<file path="config.mk">
export PLATFORM = sky130hd
export DESIGN_NAME = cache_req_arbiter
export DESIGN_NICKNAME = d
export VERILOG_FILES = /design/src/rtl/cache_req_arbiter.sv
export SDC_FILE = /design/constraint.sdc
export NUM_CORES = 1
export LEC_CHECK = 0
export BUFFER_PORTS_ARGS = -buffer_cell sky130_fd_sc_hd__clkbuf_2
export CAP_MARGIN = 30
export CORE_UTILIZATION = 46
export DETAILED_ROUTE_END_ITERATION = 16
export GPL_TIMING_DRIVEN = 0
export PLACE_DENSITY_LB_ADDON = 0.1
export SETUP_SLACK_MARGIN = 0.15
export SYNTH_ARGS = -nofsm -noshare
export SYNTH_HDL_FRONTEND = slang
export SYNTH_SLANG_ARGS = --single-unit
</file>
<file path="constraint.sdc">
create_clock -name clk -period 2.9 [get_ports clk]
set_input_delay 0.87 -clock clk [delete_from_list [all_inputs] [get_ports clk]]
set_output_delay 0.87 -clock clk [all_outputs]
set_load 0.02 [all_outputs]
</file>
<file path="src/rtl/cache_req_arbiter.sv">
// Arbitrates one cache controller between instruction fetch (req 0) and data access (req 1).
// Data wins by default; a grant-streak counter forces a fetch grant and a watchdog bounds WAIT.
module cache_req_arbiter #(
    parameter int TIMEOUT    = 64,
    parameter int MAX_DGRANT = 4
) (
    input  logic        clk,
    input  logic        rst,
    input  logic [15:0] r0_addr,
    input  logic        r0_rd,
    output logic [15:0] r0_data_out,
    output logic        r0_done,
    output logic        r0_stall,
    input  logic [15:0] r1_addr,
    input  logic [15:0] r1_data_in,
    input  logic        r1_rd,
    input  logic        r1_wr,
    output logic [15:0] r1_data_out,
    output logic        r1_done,
    output logic        r1_stall,
    output logic [15:0] c_addr,
    output logic [15:0] c_data_in,
    output logic        c_rd,
    output logic        c_wr,
    input  logic [15:0] c_data_out,
    input  logic        c_done,
    input  logic        c_err,
    output logic        err
);

    localparam int DC_W = $clog2(MAX_DGRANT + 1);
    localparam int WD_W = $clog2(TIMEOUT);
    localparam logic [DC_W-1:0] DC_MAX  = DC_W'(MAX_DGRANT);
    localparam logic [WD_W-1:0] WD_LAST = WD_W'(TIMEOUT - 1);

    typedef enum logic [1:0] {
        S_IDLE  = 2'b00,
        S_ISSUE = 2'b01,
        S_WAIT  = 2'b10,
        S_BAD   = 2'b11
    } state_t;

    state_t            r_state;
    state_t            w_state_nxt;
    logic [15:0]       r_addr;
    logic [15:0]       r_data;
    logic              r_op_wr;
    logic              r_owner;
    logic              r_err;
    logic [DC_W-1:0]   r_dcount;
    logic [WD_W-1:0]   r_wdog;
    logic [WD_W-1:0]   w_wdog_nxt;

    logic              w_r1_req;
    logic              w_r1_bad;
    logic              w_grant0;
    logic              w_grant1;
    logic              w_done0;
    logic              w_done1;
    logic [15:0]       w_done_data;
    logic              w_set_err;
    logic              w_c_rd;
    logic              w_c_wr;
    logic              w_drive;

    assign w_r1_req = r1_rd | r1_wr;
    assign w_r1_bad = r1_rd & r1_wr;

    always_comb begin
        w_state_nxt = r_state;
        w_wdog_nxt  = r_wdog;
        w_grant0    = 1'b0;
        w_grant1    = 1'b0;
        w_done0     = 1'b0;
        w_done1     = 1'b0;
        w_done_data = '0;
        w_set_err   = c_err;
        w_c_rd      = 1'b0;
        w_c_wr      = 1'b0;
        w_drive     = 1'b0;
        case (r_state)
            S_IDLE: begin
                if (c_done) w_set_err = 1'b1;
                // A saturated streak hands the slot to a waiting fetch ahead of data.
                if (r0_rd && (r_dcount == DC_MAX)) begin
                    w_grant0    = 1'b1;
                    w_state_nxt = S_ISSUE;
                end else if (w_r1_bad) begin
                    w_done1   = 1'b1;
                    w_set_err = 1'b1;
                end else if (w_r1_req) begin
                    w_grant1    = 1'b1;
                    w_state_nxt = S_ISSUE;
                end else if (r0_rd) begin
                    w_grant0    = 1'b1;
                    w_state_nxt = S_ISSUE;
                end
            end
            S_ISSUE: begin
                if (c_done) w_set_err = 1'b1;
                w_c_rd      = ~r_op_wr;
                w_c_wr      = r_op_wr;
                w_drive     = 1'b1;
                w_wdog_nxt  = '0;
                w_state_nxt = S_WAIT;
            end
            S_WAIT: begin
                w_drive = 1'b1;
                if (c_done) begin
                    w_done0     = ~r_owner;
                    w_done1     = r_owner;
                    w_done_data = r_op_wr ? 16'h0000 : c_data_out;
                    w_state_nxt = S_IDLE;
                end else if (r_wdog == WD_LAST) begin
                    w_done0     = ~r_owner;
                    w_done1     = r_owner;
                    w_set_err   = 1'b1;
                    w_state_nxt = S_IDLE;
                end else begin
                    w_wdog_nxt = r_wdog + 1'b1;
                end
            end
            default: begin
                w_set_err   = 1'b1;
                w_state_nxt = S_IDLE;
            end
        endcase
    end

    always_ff @(posedge clk or negedge rst) begin
        if (!rst) begin
            r_state  <= S_IDLE;
            r_addr   <= '0;
            r_data   <= '0;
            r_op_wr  <= 1'b0;
            r_owner  <= 1'b0;
            r_err    <= 1'b0;
            r_dcount <= '0;
            r_wdog   <= '0;
        end else begin
            r_state <= w_state_nxt;
            r_wdog  <= w_wdog_nxt;
            if (w_set_err) r_err <= 1'b1;
            if (w_grant0 || w_grant1) begin
                r_addr  <= w_grant1 ? r1_addr : r0_addr;
                r_data  <= w_grant1 ? r1_data_in : 16'h0000;
                r_op_wr <= w_grant1 & r1_wr;
                r_owner <= w_grant1;
            end
            if (!r0_rd || w_grant0) begin
                r_dcount <= '0;
            end else if (w_grant1 && (r_dcount != DC_MAX)) begin
                r_dcount <= r_dcount + 1'b1;
            end
        end
    end

    // Completion outputs are combinational, so hold them low while reset is asserted.
    assign r0_done     = rst & w_done0;
    assign r1_done     = rst & w_done1;
    assign r0_data_out = r0_done ? w_done_data : 16'h0000;
    assign r1_data_out = r1_done ? w_done_data : 16'h0000;
    assign r0_stall    = rst & r0_rd & ~r0_done;
    assign r1_stall    = rst & w_r1_req & ~r1_done;
    assign c_rd        = w_c_rd;
    assign c_wr        = w_c_wr;
    assign c_addr      = w_drive ? r_addr : 16'h0000;
    assign c_data_in   = w_drive ? r_data : 16'h0000;
    assign err         = r_err;

endmodule

</file>
# Word-level counts from Yosys, hierarchy flattened
# Index checks and enable logic that the tools add are counted.
dict set report totals {
  elab_cells 91
  regBits 46
  out_inout_bits 71
}
dict set report classes {
  add_sub_neg 2
  reduce_logical 11
  eq_ne 10
  bitwise_logic 13
  muxes 47
}
# cell count
set ops {}
lappend ops {{$mux 16} 9}
lappend ops {{$mux 1} 24}
lappend ops {{$mux 2} 6}
lappend ops {{$mux 6} 2}
lappend ops {{$pmux 6 s2} 1}
lappend ops {{$ne 3x3->1 const B} 3}
lappend ops {{$and 1x1->1} 8}
lappend ops {{$add 6x1->6 const B} 1}
lappend ops {{$eq 6x6->1 const B} 1}
lappend ops {{$mux 3} 2}
lappend ops {{$pmux 2 s3} 1}
lappend ops {{$reduce_and 3->1} 2}
lappend ops {{$ne 2x2->1 const B} 2}
lappend ops {{$ne 4x4->1 const B} 1}
lappend ops {{$not 1->1} 4}
lappend ops {{$reduce_bool 2->1} 2}
lappend ops {{$add 3x1->3 const B} 1}
lappend ops {{$eq 3x3->1 const B} 1}
lappend ops {{$pmux 1 s3} 1}
lappend ops {{$eq 2x1->1 const B} 1}
lappend ops {{$eq 2x2->1 const B} 1}
lappend ops {{$logic_and 1x1->1} 2}
lappend ops {{$logic_not 2->1} 1}
lappend ops {{$logic_or 1x1->1} 2}
lappend ops {{other kinds (4)} 4}

# Logic depth before layout (Yosys ltp)
dict set report logic_depth {
  depth_word 8
  mapped_depth 9
  mapped_depth_nobuf 6
}

# Worst setup path before layout
# Ideal clock, no wire load.
dict set report synth_path {
  path_kind {input port to output port}
  startpoint {input r1_rd}
  endpoint {output r1_data_out[10]}
  n_path_buf 2
  path_slack_ns 0.244
  t_arrival_ns 1.786
  stages 6
  required_time_ns 2.030
  path_cell_list {ha_1 nand3_1 a31o_1 buf_6 buf_12 nor2_4}
}
dict set report synth_via {
  elab_chain_cells 6
}
# element line_no
set synth_rtl {}
lappend synth_rtl {{start: declaration} 16} ;# input logic r1_rd,
lappend synth_rtl {{$and 1x1->1} 67} ;# assign w_r1_bad = r1_rd & r1_wr;
lappend synth_rtl {{$mux 1} 88} ;# end else if (w_r1_bad) begin
lappend synth_rtl {{$mux 1} 85} ;# if (r0_rd && (r_dcount == DC_MAX)) begin
lappend synth_rtl {{$pmux 1 s2} 81} ;# case (r_state)
lappend synth_rtl {{$and 1x1->1} 160} ;# assign r1_done = rst & w_done1;
lappend synth_rtl {{$mux 16} 162} ;# assign r1_data_out = r1_done ? w_done_data : 16'h0000;
lappend synth_rtl {{end: declaration} 18} ;# output logic [15:0] r1_data_out,
# Every way passes these cells.

# Worst setup path after layout
dict set report layout_path {
  startpoint {register r_state[0]}
  endpoint {output r1_data_out[14]}
}
dict set report layout_via {
  elab_chain_cells 4
  word_cells_on_any_way 6
  cone_classes {1 x eq/ne; 3 x mux; 1 x bitwise; 1 x reduce/logical}
}
# element line_no
set layout_rtl {}
lappend layout_rtl {{start: declaration} 43} ;# state_t r_state;
lappend layout_rtl {{start signal: assignment} 141} ;# r_state <= w_state_nxt;
lappend layout_rtl {{$eq 2x2->1 / $logic_not 2->1 (equally long branches)} 81}
lappend layout_rtl {{$pmux 1 s2} 81}
lappend layout_rtl {{$and 1x1->1} 160}
lappend layout_rtl {{$mux 16 (*)} 162}
# Every way passes the cells marked *; elsewhere a longest branch is shown, timed or not.

==> flow_summary.yaml <==
synth:
  netlist_area_sq_um: 2810
  synth_seq_area_share: 0.410
  syn-num-nets: 375
  synth_area_per_cell_sq_um: 9.52
  synth_top_cells_by_area: "dfrtp_1, and2_1, mux2i_1, a22o_1, nand2_1"
  yosysTopAreaCellShare: 0.410
  synth_seq_cells: 46
  yosys_warnings: 0
  yosysTopAreaCell: "dfrtp_1"
  syn_inst: 295
  yosysUniqueCellTypes: 46
global_routing:
  grt_overflow: 0
  grt_pass1_wl_mm: 12.1
  grt_usage: 0.242
  antenna_found_initial: 0
  grt_max_degree: 36
  grt_pass1_vias: 2664
power:
  p_sw_mw: 1.49
  power_frac_comb: 0.595
  ir_drop_mv: 0.525
  intPower_mw: 1.98
  switching_share: 0.430
  clockPowerShare: 0.105
  p_leak_nw: 2.09
  p_per_area_nw_per_um2: 785
  seqPwrFrac: 0.299
route:
  drc: 0
  drtPass1Iterations: 5
  final_antenna_net_count: 0
  wire_per_inst_microns: 14.5
  routed_wl_mm: 7.93
  viasPerCell: 5.07
  drt_iter0_markers: 101
  vias: 2776
hold_path:
  min_path_type: "in -> async"
die:
  initial_core_util: 0.474
  dieHeight_microns: 80.1
  dieArea_sq_um: 6420
  die_w_microns: 80.1
  rows: 28
  fp.coreArea_sq_um: 5920
  ios: 142
sta:
  min_period_over_period: 0.954
  setup_viol: 0
  finalCriticalPeriod_ns: 2.77
  hold_viol: 0
  slew_violations: 0
  tightest_slew_ns: 0.465
  hold_slack_ns: 0.407
  max_slew_margin: 0.690
  rsz0062_at_grt: "true"
  skew_ns: 0.00579
  max_freq_ghz: 0.361
setup_path:
  critPathSlowestCell: "dfrtp_1"
  critical_path.max_stage_delay_ns: 0.41
  path_delay_family: "buffers and inverters"
  path_class: "reg -> out"
  cp_num_buf_inv: 5
  r2r_cells: 10
  cp.depth: 9
  crit_chain: "inv_2 > ha_1 > buf_6 > nand3_4 > a31o_1 > buf_6 > buf_12 > nor2_4 > buf_8"
  cp_common_cell: "buf_6"
  critPathMaxFanout: 6
  cp.required_ns: 2.03
  end_kind: "output pin"
  worstPathArrival_ns: 1.90
  cp-start-kind: "register"
final_layout:
  fillers: 416
  drive_gt1_frac: 0.516
  antenna_cells: 0
  final_net_count: 553
  register_area_sq_um: 1150
  multi_input_area_sq_um: 1640
  final_util: 0.746
  area_growth_pct: 57.3
clocking:
  cts.clk_slew.worst_paths_ns: 0.08
  cts_hold_buffers: 0
  cts_tree: "built"
  root_buffer: "clkbuf_8"
  clockBufferDepth: 2
  numCtsBuffers: 5
  clkLatencyLatePin_ns: 0.30
  h-tree-depth: 2
  cts_sinks: 46
placed_design:
  numPortBuffers: 141
  gp_congestion: 0.784
  hpwl_mm: 5.15
status:
  outcome: "finished, final reports clean"
run:
  cap_violations: 0
flip-flops by register name, summed over array words and instances (netlist names):
signal    flops
err           1
r_addr       16
r_data       16
r_dcount      3
r_op_wr       1
r_owner       1
r_state       2
r_wdog        6
cells in the mapped netlist (all sizes together):
cell type  count
a22o          18
inv           11
o21ba          1
xnor2          1
and4b          1
o31ai          1
and2          36
ha             9
clkbuf         5
nand2b         2
o311ai         1
dfrtp         46
nand2         39
nor3           2
nand4          4
nand3          5
buf           13
mux2i         17
nor2b          4
xor2           2
o21ai         19
a21oi          4
o2111ai        1
a31o           1
a211oi         2
nor2          40
a32oi          1
and3           4
o22ai          1
mux2           1
a22oi          1
a31oi          1
o2bb2ai        1
worst register-to-register path, cell delays in order (launching register included):
cell	delay, ns
dfrtp_1	0.40
inv_1	0.07
ha_2	0.20
nand3_4	0.08
buf_4	0.15
and3_1	0.20
buf_6	0.14
buf_6	0.14
buf_2	0.19
nand2_1	0.09
o21ai_1	0.06
metrics by stage:
step | area (sq um) | setup slack [ns] | std cells | setup TNS [ns] | power [mW]
2_1_floorplan | 2810 | 0.244 | 295 | 0 | 2.27
6_report | 4420 | 0.132 | 548 | 0 | 3.47
5_1_grt | 4420 | 0.0486 | 548 | 0 | 3.74
4_1_cts | 4090 | 0.121 | 536 | 0 | 3.35
3_5_place_dp | 3630 | -0.106 | 512 | -1.08 | 2.82
3_3_place_gp | 3610 | -0.827 | 511 | -24.48 | 2.79
cell type report:
type | count | share of cell area
sequential | 46 | 0.261
clock buffer | 7 | 0.0173
timing repair buffer | 171 | 0.283
inverter | 11 | 0.00935
buffer | 18 | 0.0371
tap | 75 | 0.0212
multi-input combinational | 220 | 0.372
layout by cell type, fill, tap and decap left out, drive strengths merged:
cell / netlist / layout
nor2: 40 / 40
and2: 36 / 36
o2bb2ai: 1 / 1
mux2: 1 / 1
nor3: 2 / 2
dfrtp: 46 / 46
and3: 4 / 4
and4b: 1 / 1
o21ai: 19 / 19
inv: 11 / 11
nand2b: 2 / 2
o22ai: 1 / 1
a22oi: 1 / 1
xor2: 2 / 2
nand4: 4 / 4
xnor2: 1 / 1
a21oi: 4 / 4
a32oi: 1 / 1
o311ai: 1 / 1
nor2b: 4 / 4
mux2i: 17 / 17
buf: 13 / 74
nand2: 39 / 39
a31oi: 1 / 1
a31o: 1 / 1
a22o: 18 / 18
nand3: 5 / 5
clkbuf: 5 / 122
ha: 9 / 9
a211oi: 2 / 2
o21ba: 1 / 1
o2111ai: 1 / 1
o31ai: 1 / 1
timing repair:
item | 4_1_cts | 5_1_grt
gates resized for setup | 56 | 105
buffers inserted | 15 | 12
cloned | 2 | 0
pin swaps | 21 | 8
setup endpoints to repair | 33 | 59
worst paths after layout:
| path | from | to | slack [ns] |
|---|---|---|---|
| hold / removal | rst | r_wdog[4] | 0.41 |
| setup / recovery | r_state[0] | r1_data_out[14] | 0.13 |
| max in group asynchronous | rst | r_addr[0] | 2.09 |
| setup reg to reg | r_dcount[1] | r_addr[12] | 1.06 |
| hold reg to reg | r_data[12] | r_data[12] | 0.50 |
| min in group clk | r_data[12] | r_data[12] | 0.50 |
power by group through the flow:
stage | Clock, mW | Combinational (mW) | Sequential [mW]
detailed placement | 0 | 1.78 | 1.04
global route | 0.403 | 2.27 | 1.07
floorplan | 0 | 1.27 | 1.01
global placement | 0 | 1.75 | 1.04
CTS | 0.380 | 1.94 | 1.03
finish | 0.365 | 2.07 | 1.04
routing by layer:
layer	GRT usage	vias to the layer above	share of wire
met1	0.291	1282	0.41
met3	0.0443	19	0.065
met4	0.0589	0	0.024
li1	-	1356	-
met5	0	-	0
met2	0.442	119	0.50
kinds of logic (layout without fill, tap and decap cells):
kind of cell / after synthesis / in the layout / synth area share
xor+xnor: 3 / 3 / 0.00936
compound gates: 53 / 53 / 0.139
fa+ha+maj: 9 / 9 / 0.0401
simple gates: 137 / 137 / 0.270
mux: 18 / 18 / 0.0646
buf+inv: 29 / 207 / 0.0668
flops: 46 / 46 / 0.410
Power figures use the tool's default switching activity.
